[config.mk]
export PLATFORM = sky130hd
export DESIGN_NAME = seven_seg_mux_driver
export DESIGN_NICKNAME = d
export VERILOG_FILES = /design/src/rtl/seg_pkg.sv /design/src/rtl/seg_hex_decode.sv /design/src/rtl/seven_seg_mux_driver.sv
export SDC_FILE = /design/constraint.sdc
export NUM_CORES = 1
export LEC_CHECK = 0
export CORE_MARGIN = 1
export CORE_UTILIZATION = 40
export DETAILED_ROUTE_END_ITERATION = 10
export GPL_ROUTABILITY_DRIVEN = 0
export REMOVE_ABC_BUFFERS = 1
export SETUP_SLACK_MARGIN = 0.05
export SLEW_MARGIN = 10
export SYNTH_ARGS = -nofsm -noshare
export SYNTH_HDL_FRONTEND = slang
export SYNTH_SLANG_ARGS = --single-unit
[constraint.sdc]
create_clock -name clk -period 3.8 [get_ports clk]
set_clock_uncertainty 0.15 [all_clocks]
set_input_delay 1.14 -clock clk [delete_from_list [all_inputs] [get_ports clk]]
set_output_delay 1.14 -clock clk [all_outputs]
set_load 0.01 [all_outputs]
[src/rtl/seg_pkg.sv]
// Active-high seven-segment glyphs, bit order {a,b,c,d,e,f,g} with a as the MSB.
package seg_pkg;

    localparam int SEG_W = 7;

    localparam logic [SEG_W-1:0] SEG_DARK = 7'b000_0000;

    localparam logic [SEG_W-1:0] SEG_0 = 7'b111_1110;
    localparam logic [SEG_W-1:0] SEG_1 = 7'b011_0000;
    localparam logic [SEG_W-1:0] SEG_2 = 7'b110_1101;
    localparam logic [SEG_W-1:0] SEG_3 = 7'b111_1001;
    localparam logic [SEG_W-1:0] SEG_4 = 7'b011_0011;
    localparam logic [SEG_W-1:0] SEG_5 = 7'b101_1011;
    localparam logic [SEG_W-1:0] SEG_6 = 7'b101_1111;
    localparam logic [SEG_W-1:0] SEG_7 = 7'b111_0000;
    localparam logic [SEG_W-1:0] SEG_8 = 7'b111_1111;
    localparam logic [SEG_W-1:0] SEG_9 = 7'b111_1011;
    localparam logic [SEG_W-1:0] SEG_A = 7'b111_0111;
    localparam logic [SEG_W-1:0] SEG_B = 7'b001_1111;
    localparam logic [SEG_W-1:0] SEG_C = 7'b100_1110;
    localparam logic [SEG_W-1:0] SEG_D = 7'b011_1101;
    localparam logic [SEG_W-1:0] SEG_E = 7'b100_1111;
    localparam logic [SEG_W-1:0] SEG_F = 7'b100_0111;

endpackage

[src/rtl/seg_hex_decode.sv]
// Combinational nibble-to-glyph decoder; letters only appear when hex_mode is set.
module seg_hex_decode
    import seg_pkg::*;
(
    input  logic [3:0]       nibble,
    input  logic             hex_mode,
    output logic [SEG_W-1:0] seg
);

    always_comb begin
        seg = SEG_DARK;
        case (nibble)
            4'h0:    seg = SEG_0;
            4'h1:    seg = SEG_1;
            4'h2:    seg = SEG_2;
            4'h3:    seg = SEG_3;
            4'h4:    seg = SEG_4;
            4'h5:    seg = SEG_5;
            4'h6:    seg = SEG_6;
            4'h7:    seg = SEG_7;
            4'h8:    seg = SEG_8;
            4'h9:    seg = SEG_9;
            4'hA:    seg = hex_mode ? SEG_A : SEG_DARK;
            4'hB:    seg = hex_mode ? SEG_B : SEG_DARK;
            4'hC:    seg = hex_mode ? SEG_C : SEG_DARK;
            4'hD:    seg = hex_mode ? SEG_D : SEG_DARK;
            4'hE:    seg = hex_mode ? SEG_E : SEG_DARK;
            4'hF:    seg = hex_mode ? SEG_F : SEG_DARK;
            default: seg = SEG_DARK;
        endcase
    end

endmodule

[src/rtl/seven_seg_mux_driver.sv]
// Time-multiplexed seven-segment scanner with shadowed display data, a dark guard
// interval at the start of each digit slot and output-stage polarity control.
module seven_seg_mux_driver
    import seg_pkg::*;
#(
    parameter int N_DIGITS       = 4,
    parameter int REFRESH_DIV    = 100000,
    parameter int GUARD          = 2,
    parameter int SEG_ACTIVE_LOW = 1,
    parameter int AN_ACTIVE_LOW  = 1
) (
    input  logic                  clk,
    input  logic                  rst,
    input  logic                  load,
    input  logic [4*N_DIGITS-1:0] digits_in,
    input  logic [N_DIGITS-1:0]   dp_in,
    input  logic [N_DIGITS-1:0]   blank_in,
    input  logic                  hex_mode,
    input  logic                  lz_suppress,
    output logic [SEG_W-1:0]      seg_o,
    output logic                  dp_o,
    output logic [N_DIGITS-1:0]   an_o,
    output logic                  slot_tick
);

    localparam int DIV_W = (REFRESH_DIV > 1) ? $clog2(REFRESH_DIV) : 1;
    localparam int IDX_W = (N_DIGITS > 1) ? $clog2(N_DIGITS) : 1;

    localparam logic SEG_INV = (SEG_ACTIVE_LOW != 0);
    localparam logic AN_INV  = (AN_ACTIVE_LOW != 0);

    localparam logic [DIV_W-1:0] DIV_LAST  = DIV_W'(REFRESH_DIV - 1);
    localparam logic [DIV_W-1:0] DIV_GUARD = DIV_W'(GUARD);
    localparam logic [IDX_W-1:0] IDX_LAST  = IDX_W'(N_DIGITS - 1);

    logic [DIV_W-1:0]      div;
    logic [IDX_W-1:0]      idx;
    logic                  tick;

    logic [4*N_DIGITS-1:0] sh_digits;
    logic [N_DIGITS-1:0]   sh_dp;
    logic [N_DIGITS-1:0]   sh_blank;
    logic                  sh_hex;
    logic                  sh_lz;

    logic [3:0]            cur_nibble;
    logic [N_DIGITS-1:0]   lead_zero;
    logic                  zero_run;
    logic                  digit_dark;
    logic [SEG_W-1:0]      dec_seg;
    logic [SEG_W-1:0]      seg_next;
    logic                  dp_next;
    logic [N_DIGITS-1:0]   an_next;

    assign tick      = (div == DIV_LAST);
    assign slot_tick = tick;

    always_ff @(posedge clk) begin
        if (rst) begin
            div <= '0;
            idx <= '0;
        end else if (tick) begin
            div <= '0;
            idx <= (idx == IDX_LAST) ? '0 : idx + 1'b1;
        end else begin
            div <= div + 1'b1;
        end
    end

    // Display logic reads only these copies, so a load can never tear a glyph.
    always_ff @(posedge clk) begin
        if (rst) begin
            sh_digits <= '0;
            sh_dp     <= '0;
            sh_blank  <= '0;
            sh_hex    <= 1'b0;
            sh_lz     <= 1'b0;
        end else if (load) begin
            sh_digits <= digits_in;
            sh_dp     <= dp_in;
            sh_blank  <= blank_in;
            sh_hex    <= hex_mode;
            sh_lz     <= lz_suppress;
        end
    end

    // lead_zero[i] is set when every nibble from the leftmost down to i is zero.
    always_comb begin
        lead_zero = '0;
        zero_run  = 1'b1;
        for (int i = N_DIGITS - 1; i >= 0; i--) begin
            zero_run     = zero_run & (sh_digits[4*i +: 4] == 4'h0);
            lead_zero[i] = zero_run;
        end
        lead_zero[0] = 1'b0;
    end

    assign cur_nibble = sh_digits[{idx, 2'b00} +: 4];
    assign digit_dark = sh_blank[idx] | (sh_lz & lead_zero[idx]);

    seg_hex_decode u_decode (
        .nibble   (cur_nibble),
        .hex_mode (sh_hex),
        .seg      (dec_seg)
    );

    always_comb begin
        seg_next     = digit_dark ? SEG_DARK : dec_seg;
        dp_next      = sh_dp[idx] & ~sh_blank[idx];
        an_next      = '0;
        if (div >= DIV_GUARD) begin
            an_next[idx] = 1'b1;
        end
    end

    // Polarity inversion lives only here; everything upstream is active-high.
    always_ff @(posedge clk) begin
        if (rst) begin
            seg_o <= {SEG_W{SEG_INV}};
            dp_o  <= SEG_INV;
            an_o  <= {N_DIGITS{AN_INV}};
        end else begin
            seg_o <= seg_next ^ {SEG_W{SEG_INV}};
            dp_o  <= dp_next ^ SEG_INV;
            an_o  <= an_next ^ {N_DIGITS{AN_INV}};
        end
    end

endmodule
Word-level counts from Yosys, hierarchy flattened
Cells that the tools add are included.
Widths: inputs -> output; s select.
{"block": "classes", "muxes": 18, "eq_ne": 17, "add_sub_neg": 2, "magnitude_cmp": 3, "bitwise_logic": 9, "shift": 1, "n_reduce_logical": 6}
{"operator": "$pmux 7 s16", "count": 1}
{"operator": "$mux 7", "count": 5}
{"operator": "$eq 4x4->1 const B", "count": 8}
{"operator": "$add 17x1->17 const B", "count": 1}
{"operator": "$eq 17x17->1 const B", "count": 1}
{"operator": "$ge 17x2->1 const B", "count": 1}
{"operator": "$eq 4x3->1 const B", "count": 4}
{"operator": "$logic_not 4->1", "count": 4}
{"operator": "$shiftx 16x5->4", "count": 1}
{"operator": "$eq 4x2->1 const B", "count": 2}
{"operator": "$not 7->7", "count": 1}
{"operator": "$bmux 1 s2", "count": 3}
{"operator": "$mux 6", "count": 1}
{"operator": "$mux 5", "count": 1}
{"operator": "$and 1x1->1", "count": 4}
{"operator": "$eq 4x1->1 const B", "count": 1}
{"operator": "$mux 1", "count": 4}
{"operator": "$mux 4", "count": 1}
{"operator": "$not 4->4", "count": 1}
{"operator": "$lt 2x3->1 const B", "count": 1}
{"operator": "$add 2x1->2 const B", "count": 1}
{"operator": "$demux 1 s2", "count": 1}
{"operator": "$eq 2x2->1 const B", "count": 1}
{"operator": "$ge 2x1->1 const B", "count": 1}
{"operator": "5 further kinds", "count": 6}
{"block": "word_totals", "elab_cells": 66, "register_bits": 57, "output_inout_bits": 13, "inputBits": 29}

Longest topological paths before layout
Gate-level depths: netlist of the first run.
{"block": "depth", "word_depth": 9, "mapped_depth": 7, "mapped_depth_nobuf": 5}

Hierarchy
Synthesis of the first run repeated with hierarchy kept, for this count alone.
{"block": "unflattened", "cells_unflattened": 280, "area_unflattened_um2": 2621.3}
{"module": "seven_seg_mux_driver", "cells_per_inst": 238, "area_per_inst_um2": 2334.7, "instances": 1, "seq_area_each_um2": 1141.1}
{"module": "seg_hex_decode", "cells_per_inst": 42, "area_per_inst_um2": 286.5, "instances": 1, "seq_area_each_um2": 0.0}

Worst setup path before layout of the first run
OpenSTA, ideal clock, no wires.
{"block": "synth_path", "path_type": "register to output", "from": "register div[0]", "to": "output slot_tick", "required_time_ps": 2510, "t_arrival_ps": 1200, "path_stages_with_launch": 6, "setup_slack_ps": 1310, "path_buffers": 1, "cell_sequence": "dfxtp_1 ha_1 and4_1 buf_2 nand2_1 nor2_1"}
{"block": "synth_via", "elab_chain_cells": 1}
{"element": "from (decl)", "line": "seven_seg_mux_driver.sv:36", "text": "logic [DIV_W-1:0] div;"}
{"element": "from (signal assigned)", "line": "seven_seg_mux_driver.sv:66", "text": "div <= div + 1'b1;"}
{"element": "$eq 17x17->1", "line": "seven_seg_mux_driver.sv:55", "text": "assign tick = (div == DIV_LAST);"}
{"element": "to (decl)", "line": "seven_seg_mux_driver.sv:23", "text": "output logic slot_tick"}
Every way passes these cells.

Final worst setup path of the first run
Same ends and word-level chain as after synthesis.

==> results of run 1 <==
==> synthesized netlist by cell type (2+ instances only) <==
| master | count |
|---|---|
| o21ai_1 | 2 |
| nand4_1 | 3 |
| ha_1 | 6 |
| xnor2_1 | 5 |
| or3_1 | 4 |
| o21ai_0 | 7 |
| nor2b_1 | 4 |
| inv_1 | 6 |
| mux4_2 | 5 |
| nand2_1 | 13 |
| a21oi_1 | 10 |
| nand2b_1 | 2 |
| nor4_1 | 4 |
| dfxtp_1 | 57 |
| mux2_2 | 2 |
| nand3_1 | 9 |
| xor2_1 | 9 |
| buf_2 | 7 |
| mux2i_1 | 26 |
| nor3_1 | 3 |
| buf_6 | 2 |
| clkbuf_1 | 6 |
| o22ai_1 | 2 |
| nor2_1 | 46 |
| or4_1 | 2 |
| and4_1 | 4 |
==> kinds of logic after synthesis <==
| family | synth area share |
|---|---|
| compound gates | 0.0882 |
| xor+xnor | 0.0475 |
| fa+ha+maj | 0.0291 |
| buf+inv | 0.0397 |
| flops | 0.442 |
| mux | 0.163 |
| simple gates | 0.190 |
==> sequential cells by signal, indices dropped and copies added, names as in the netlist <==
signal,flops
div,17
dp_o,1
sh_blank,4
sh_dp,4
idx,2
seg_o,7
sh_lz,1
sh_hex,1
sh_digits,16
an_o,4
==> power by group <==
part	internal [W]	leakage (nW)	switching, W	total [W]
logic	0.0000827	0.673	0.0000634	0.000146
registers	0.000626	0.468	0.0000165	0.000643
clock network	0.000306	0.102	0.000228	0.000534
total	0.00101	1.24	0.000308	0.00132
==> layout make-up <==
class                   instances  share of cell area
clock buffers                  14              0.0567
clock inverters                 2             0.00311
inverters                       6             0.00699
multi-input cells             189               0.415
flip-flops and latches         57               0.354
well taps                      75              0.0291
repair buffers                 44               0.134
==> worst max path at each step <==
stage / start / endpoint
after floorplan: div[0] / slot_tick
after global placement: div[1] / slot_tick
after detailed placement: div[1] / slot_tick
after CTS: div[0] / slot_tick
after global routing: div[1] / slot_tick
final: div[0] / slot_tick
==> per-stage QoR <==
stage	power (W)	instance area, um2	cells	setup WS [ns]	utilization
after floorplan	0.000725	2500	252	1.31	-
after global placement	0.000802	3030	371	0.728	0.500
final	0.00132	3220	387	0.313	0.531
after detailed placement	0.000803	3030	371	0.671	0.500
after global routing	0.00138	3220	387	0.154	0.531
after CTS	0.00134	3220	387	0.309	0.531
==> worst max-delay path: cells and delay by family, from the launching register on <==
family | cells | cell delay, ns
adders and majority gates | 1 | 0.23
buffers and inverters | 1 | 0.55
DFF | 1 | 0.39
and+or+nand+nor | 3 | 0.70
==> routing by layer <==
layer	vias to the layer above	routed length, um	GRT usage
li1	1026	-	-
met1	907	2550	0.228
met2	38	2310	0.268
met3	2	229	0.0648
met4	0	27	0.0579
met5	-	0	0
==> reports/qor.txt, run 1 <==
Outcome -> completed
Seq/Total Area, Yosys -> 0.442
Synth unique cells -> 47
DRT antenna net count -> 0
Post-CTS Setup Inserts -> 0
Asr flop ratio synth -> 0
Slowest cell on crit path -> clkdlybuf4s50_1
Flops & latches, synth -> 57
Synth top area share -> 0.442
Setup-failing EPs final -> 0
Die Y -> 82.3 um
R2r endpoint -> seg_o[3]
IO Pins -> 42
Iteration-0 DRC count of the detailed router -> 89
Clock tree sinks -> 57
Vias post-DR -> 1,973
Pleak -> 1.24 nW
Maximum number of pins on one net before global-route repair -> 27
CP Launch Type -> flip-flop
Routed WL -> 5120 um
Commonest cells after routing, fill and taps aside -> 57 x dfxtp_1, 46 x nor2_1, 41 x clkdlybuf4s50_1
Fin crit share -> 0.918
DP HPWL -> 3580 um
Core area -> 6060 um2
Measured slew at the worst slew-check pin -> 0.672 ns
H-tree Lvls -> 3
Synthesis warning total -> 0
Max frequency -> 287 MHz
Resized Gates After CTS -> 0
Ant. Diodes -> 0
Worst IR drop on VDD -> 0.250 mV
Hold_buf cts -> 0
Rows -> 28
Largest stage delay, worst path -> 0.55 ns
Max-cap violations -> 0
DRC -> 0
Initial Utilization -> 0.426
Die area -> 6780 um2
CP Data Required Time -> 2.51 ns
Clock transition at path regs -> 0.06 ns
CP Max Fanout -> 7
Multi-input combinational cell area -> 1340 um2
Slew HR -> 0.551
Port bufs -> 41
GRT Residual Overflow -> 0
Setup TNS -> 0 ns
Via density -> 5.10
Power Density -> 411 nW/um2
Internal reg-to-reg setup slack -> 1.26 ns
Worst hold start -> div[0]
First-pass GRT wire length -> 8850 um
Avg Cell Area, Syn -> 9.67 um2
Wire per inst -> 13.2 um
RSZ-0062 raised after global routing -> false
Slew Viols, Final -> 0
Critical path, cell by cell -> ha_1 > and4_1 > nand2_1 > nor2_1 > clkdlybuf4s50_1
Crit. End Element -> output pin
TritonCTS Buffers -> 9
Kind of critical path -> flip-flop to output pin
TritonRoute pass-1 iters -> 4
Vias in the first global route -> 1,889
CTS tree -> built
Critical path arrival -> 2.20 ns
Filler Cell Count -> 568
Hold Slack -> 0.340 ns
Synth Flop Type -> dfxtp_1
Share of cells above drive strength 1 -> 0.0929
Die span in x -> 82.3 um
Storage cell area -> 1140 um2
Synthesized area -> 2580 um2
Post-synth EDFFs -> 0
Antenna violations before repair -> 0
Worst-case clock buffer depth -> 2
Most common cell after layout, fill and taps aside -> dfxtp_1
Hold Path Depth -> 1
Worst skew pair latency -> 0.33 ns
Crit path time final -> 3.49 ns
Fin nets -> 342
Synth area leader -> dfxtp_1
Worst Hold Class -> flip-flop to flip-flop
Tot GR Track Use -> 0.176
Top cells by area, synth -> dfxtp_1 44%, mux2i_1 10%, nor2_1 6.7%
Cells after Synth -> 267
Area growth syn-to-layout -> 24.8%
CTS root buffer -> clkbuf_8
Hold Vio Cnt, Final -> 0
Hold Crit Endpoint -> div[0]
Reg2Reg Depth -> 4
R2R Path Start -> idx[0]
Note: power is estimated with default switching activity, not from simulation.
==> run 2: changes to the inputs <==
==> constraint.sdc (replaced) <==
create_clock -name clk -period 3.8 [get_ports clk]
set_clock_uncertainty 0.15 [all_clocks]
set_input_delay 0.57 -clock clk [delete_from_list [all_inputs] [get_ports clk]]
set_output_delay 0.57 -clock clk [all_outputs]
set_load 0.01 [all_outputs]
==> run 2 against run 1 <==
Fmax rose by 21%. Register-to-register slack better by 0.05 ns. Largest cell class unchanged. Critical path type unchanged. Flip-flop and latch count unchanged. Die area is the same.
==> reports/qor.txt, run 2 (synthesis results as in run 1) <==
Outcome -> completed
Port bufs -> 41 (unchanged)
RSZ-0062 raised after global routing -> false
Clock tree sinks -> 57 (unchanged)
Critical path arrival -> 2.17 ns (-0.03 ns)
Setup TNS -> 0 ns (unchanged)
Path length in cells of the critical path -> 5 (unchanged)
GR peak layer -> met2
Placed cells -> 370 (-0.27%)
Area growth syn-to-layout -> 26.5%
Vias post-DR -> 2,003 (+1.5%)
DRC -> 0 (unchanged)
Worst IR drop on VDD -> 0.231 mV (-7.3%)
Maximum number of pins on one net before global-route repair -> 33 (+22%)
TritonRoute pass-1 iters -> 4 (unchanged)
Rows -> 28 (unchanged)
Iteration-0 DRC count of the detailed router -> 98 (+10%)
Via density -> 5.19 (+1.8%)
Largest stage delay, worst path -> 0.55 ns (about the same)
Crit path time final -> 2.89 ns (-0.598 ns)
Clock Power Share -> 0.470 (+0.066)
Hold Vio Cnt, Final -> 0 (unchanged)
Hold Path Depth -> 1 (unchanged)
Wire per inst -> 13.6 um (+2.7%)
Reg2Reg Depth -> 4 (unchanged)
M3 GR Usage -> 0.0626 (-0.00220)
GRT Residual Overflow -> 0 (unchanged)
Ant. Diodes -> 0 (unchanged)
GR Util met2 -> 0.258 (-0.00992)
DP HPWL -> 3630 um (+1.4%)
CP Data Required Time -> 3.08 ns (+0.57 ns)
Vias in the first global route -> 1,789 (-5.3%)
Max FFs per register -> 17 (unchanged)
CTS tree -> built
Setup-failing EPs final -> 0 (unchanged)
Met1 global-route usage -> 0.226 (-0.00222)
Antenna violations before repair -> 0 (unchanged)
Measured slew at the worst slew-check pin -> 0.701 ns (+0.0283 ns)
Switching share of power -> 0.219 (-0.0138)
Slew HR -> 0.533 (-0.0189)
Most common cell after layout, fill and taps aside -> dfxtp_1
Core area -> 6060 um2 (unchanged)
CTS root buffer -> clkbuf_8
Post-CTS Setup Inserts -> 0 (unchanged)
TritonCTS Buffers -> 9 (unchanged)
Layout Cells excl Fill -> 386 (-0.26%)
Die area -> 6780 um2 (unchanged)
First-pass GRT wire length -> 8500 um (-3.9%)
Sequential share of power -> 0.433 (-0.053)
Resized Gates After CTS -> 0 (unchanged)
CP Max Fanout -> 7 (unchanged)
Worst skew pair latency -> 0.34 ns (about the same)
Worst-case clock buffer depth -> 2 (unchanged)
Pint -> 0.00116 W (+14%)
Kind of critical path -> flip-flop to output pin
Routed WL -> 5250 um (+2.5%)
Critical path, cell by cell -> ha_1 > and4_1 > nand2_1 > nor2_1 > clkdlybuf4s50_1
Pleak -> 1.26 nW (+0.99%)
Final Total Pwr -> 0.00149 W (+12%)
Worst Hold Class -> flip-flop to flip-flop
Top delay family on crit path -> simple AND/OR/NAND/NOR gates
Crit. End Element -> output pin
Hold_buf cts -> 0 (unchanged)
Max-cap violations -> 0 (unchanged)
CP bufs+invs -> 1 (unchanged)
Commonest cells after routing, fill and taps aside -> 57 x dfxtp_1, 46 x nor2_1, 41 x clkdlybuf4s50_1
Die span in x -> 82.3 um (unchanged)
Fin crit share -> 0.760 (-0.157)
Max frequency -> 346 MHz (+21%)
P_sw -> 0.000326 W (+5.7%)
IO Pins -> 42 (unchanged)
Tot GR Track Use -> 0.174 (-0.00111)
Comb pwr share -> 0.098 (-0.012)
Fin nets -> 341 (-0.29%)
Initial Utilization -> 0.426 (unchanged)
Biggest regs -> div (17), sh_digits (16), seg_o (7)
Slew Viols, Final -> 0 (unchanged)
DRT antenna net count -> 0 (unchanged)
Share of cells above drive strength 1 -> 0.0900 (-0.00292)
Die Y -> 82.3 um (unchanged)
Largest Register -> div
Clock transition at path regs -> 0.07 ns (about the same)
H-tree Lvls -> 3 (unchanged)
CP Launch Type -> flip-flop
Filler Cell Count -> 566 (-0.35%)
Power Density -> 455 nW/um2 (+11%)
Slowest cell on crit path -> clkdlybuf4s50_1
==> run 2: changes by cell type in the layout (fill, tap and decap cells not counted), sizes merged <==
cell,before,now
bufinv,0,3
buf,3,2
clkinvlp,0,1
clkbuf,14,11
clkinv,2,1
==> run 2: worst paths after layout <==
check / from / to / slack, ns
min reg2reg: div[0] / div[0] / 0.33
max: div[0] / slot_tick / 0.91
max reg2reg: idx[0] / seg_o[3] / 1.31
min: div[0] / div[0] / 0.33
==> run 2: final cells by class <==
cell class | instances | area [um2] | share of cell area
clock buffers | 11 | 141 | 0.0433
clock inverters | 5 | 103 | 0.0314
inverters | 6 | 22.5 | 0.00690
multi-input cells | 189 | 1340 | 0.410
flip-flops and latches | 57 | 1140 | 0.350
well taps | 75 | 93.8 | 0.0287
repair buffers | 43 | 425 | 0.130
==> run 2: power by group through the flow <==
stage | registers (W) | clock network, W | logic, W
after detailed placement | 0.000656 | 0 | 0.000146
after global placement | 0.000656 | 0 | 0.000145
after global routing | 0.000647 | 0.000742 | 0.000159
after CTS | 0.000643 | 0.000715 | 0.000147
final | 0.000643 | 0.000698 | 0.000145
after floorplan | 0.000656 | 0 | 0.0000694
==> run 2: stage by stage <==
stage	area, um2	hold WS, ns	setup WS [ns]	utilization
after global placement	3020	0.309	1.30	0.498
final	3260	0.325	0.911	0.539
after global routing	3260	0.358	0.758	0.539
after floorplan	2500	0.291	1.52	-
after CTS	3260	0.329	0.877	0.539
after detailed placement	3020	0.313	1.26	0.498
==> run 2: metal layers <==
metal | vias to the layer above | wire length, um
met5 | - | 0
met4 | 0 | 57
met3 | 7 | 271
met2 | 51 | 2320
met1 | 923 | 2600
li1 | 1022 | -
==> run 3: changes to the inputs <==
--- a/config.mk
+++ b/config.mk
@@ -9,6 +9,7 @@
 export CORE_UTILIZATION = 40
 export DETAILED_ROUTE_END_ITERATION = 10
 export GPL_ROUTABILITY_DRIVEN = 0
+export PLACE_DENSITY = 0.65
 export REMOVE_ABC_BUFFERS = 1
 export SETUP_SLACK_MARGIN = 0.05
 export SLEW_MARGIN = 10
==> constraint.sdc (replaced) <==
create_clock -name clk -period 2.6 [get_ports clk]
set_clock_uncertainty 0.15 [all_clocks]
set_input_delay 0.39 -clock clk [delete_from_list [all_inputs] [get_ports clk]]
set_output_delay 0.39 -clock clk [all_outputs]
set_load 0.01 [all_outputs]
==> run 3 against run 2 <==
Sequential share of layout area is 0.18 points higher. Critical endpoint is now seg_o[3]. Worst hold slack worse by 0.027 ns. Register-to-register slack worse by 1.0 ns. Highest routed layer unchanged. Largest cell class unchanged.
==> reports/qor.txt, run 3 (synthesis results as in run 1) <==
DRT antenna net count -> 0 (unchanged)
Worst skew pair latency -> 0.33 ns (about the same)
Top delay family on crit path -> multiplexers
Pint -> 0.00149 W (+28%)
Clock Power Share -> 0.394 (-0.076)
Setup-failing EPs final -> 0 (unchanged)
Max-cap violations -> 0 (unchanged)
DP HPWL -> 3720 um (+2.4%)
Worst-case clock buffer depth -> 2 (unchanged)
Die Y -> 82.3 um (unchanged)
Path length in cells of the critical path -> 4 (-1)
Slew Viols, Final -> 0 (unchanged)
Critical path arrival -> 2.36 ns (+0.19 ns)
Most common cell after layout, fill and taps aside -> dfxtp_1
IO Pins -> 42 (unchanged)
First-pass GRT wire length -> 9050 um (+6.4%)
H-tree Lvls -> 3 (unchanged)
Slew HR -> 0.692 (+0.160)
Reg2Reg Depth -> 4 (unchanged)
Measured slew at the worst slew-check pin -> 0.462 ns (-0.239 ns)
Hold_buf cts -> 0 (unchanged)
Crit path time final -> 2.31 ns
Worst IR drop on VDD -> 0.449 mV (+94%)
Placed Area -> 3050 um2 (+0.99%)
CTS root buffer -> clkbuf_8
Pleak -> 1.27 nW (+1.1%)
Power Density -> 588 nW/um2 (+29%)
Vias in the first global route -> 1,973 (+10%)
CP Data Required Time -> 2.65 ns (-0.43 ns)
Vias post-DR -> 2,004 (+0.050%)
Hold Slack -> 0.298 ns (-0.0271 ns)
Max FFs per register -> 17 (unchanged)
Commonest cells after routing, fill and taps aside -> 55 x dfxtp_1, 45 x nor2_1, 40 x clkdlybuf4s50_1
Final Total Pwr -> 0.00191 W (+29%)
Switching share of power -> 0.223 (+0.00418)
DRC -> 0 (unchanged)
Routed WL -> 5400 um (+3.0%)
Die area -> 6780 um2 (unchanged)
Sequential share of power -> 0.493 (+0.060)
Clock transition at path regs -> 0.06 ns (about the same)
Hold Path Depth -> 1 (unchanged)
Wire per inst -> 14.0 um (+3.0%)
Crit. End Element -> flip-flop
Port bufs -> 41 (unchanged)
Maximum number of pins on one net before global-route repair -> 27 (-18%)
Via density -> 5.19 (about the same)
Clock tree sinks -> 57 (unchanged)
CTS tree -> built
Area growth syn-to-layout -> 26.1%
TritonRoute pass-1 iters -> 4 (unchanged)
Fin crit share -> 0.888
Comb pwr share -> 0.113 (+0.015)
CP Launch Type -> flip-flop
CP Max Fanout -> 14 (+7)
Kind of critical path -> flip-flop to flip-flop
Largest Register -> div
Ant. Diodes -> 0 (unchanged)
Setup TNS -> 0 ns (unchanged)
Slowest cell on crit path -> mux4_1
Biggest regs -> div (17), sh_digits (16), seg_o (7)
Antenna violations before repair -> 0 (unchanged)
Largest stage delay, worst path -> 0.84 ns (+0.29 ns)
Die span in x -> 82.3 um (unchanged)
Critical path, cell by cell -> mux4_1 > nor2_1 > o221a_1 > o211ai_2
Fin area -> 3250 um2 (-0.31%)
CP bufs+invs -> 0 (-1)
Fin nets -> 345 (+1.2%)
Iteration-0 DRC count of the detailed router -> 47 (-52%)
Share of cells above drive strength 1 -> 0.113 (+0.0225)
TritonCTS Buffers -> 9 (unchanged)
Core area -> 6060 um2 (unchanged)
Rows -> 28 (unchanged)
Initial Utilization -> 0.426 (unchanged)
GRT Residual Overflow -> 0 (unchanged)
Max frequency -> 433 MHz
Worst Hold Class -> flip-flop to flip-flop
Outcome -> completed
RSZ-0062 raised after global routing -> false
Placement Setup Slack -> 0.308 ns (-0.948 ns)
Hold Vio Cnt, Final -> 0 (unchanged)
Filler Cell Count -> 566 (unchanged)
P_sw -> 0.000427 W (+31%)
Worst Setup Slack, final -> 0.291 ns (-0.620 ns)
Tot GR Track Use -> 0.180 (+0.00578)
-- run 3: worst paths after layout --
path                            slack [ns]        to   start
worst max register to register        0.29  seg_o[3]  idx[0]
worst min-delay path                  0.30    div[0]  div[0]
worst max-delay path                  0.29  seg_o[3]  idx[0]
worst min register to register        0.30    div[0]  div[0]
-- run 3: through the flow --
step            util  cells
2_1_floorplan      -    252
3_3_place_gp   0.503    374
3_5_place_dp   0.503    374
4_1_cts        0.533    386
5_1_grt        0.537    386
6_report       0.537    386
-- run 3: worst register-to-register path: cells and delay by family (launching register included) --
kind	cells	cell delay (ns)
multiplexers	1	0.84
AO/OA/AOI/OAI	2	0.34
AND/OR/NAND/NOR	1	0.35
flip-flops	1	0.51
-- run 3: final cells by class --
class                      instances  area, um2  share of cell area
timing repair buffer              47        458               0.141
inverter                           6       22.5             0.00692
clock inverter                     1       30.0             0.00923
clock buffer                      11        141              0.0434
tap                               75       93.8              0.0288
sequential                        57       1140               0.351
multi-input combinational        189       1370               0.419
-- run 3: timing repair --
item / in CTS / in global routing
buffers inserted: 0 / 0
setup endpoints to repair: 1 / 1
pin swaps: 0 / 0
gates resized for setup: 4 / 5
-- run 3: power groups by stage --
stage,clock (W),combinational [W],sequential (W)
final,0.000754,0.000217,0.000942
after floorplan,0,0.000101,0.000959
after global routing,0.000815,0.000239,0.000946
after detailed placement,0,0.000216,0.000961
after CTS,0.000778,0.000218,0.000942
after global placement,0,0.000213,0.000960
-- run 3: routing by layer --
| layer | vias up | global-route usage | part of all wire |
|---|---|---|---|
| met5 | - | 0 | 0 |
| met4 | 0 | 0.0579 | 0.0074 |
| met3 | 4 | 0.0703 | 0.054 |
| met2 | 41 | 0.305 | 0.47 |
| met1 | 935 | 0.208 | 0.46 |
| li1 | 1024 | - | - |
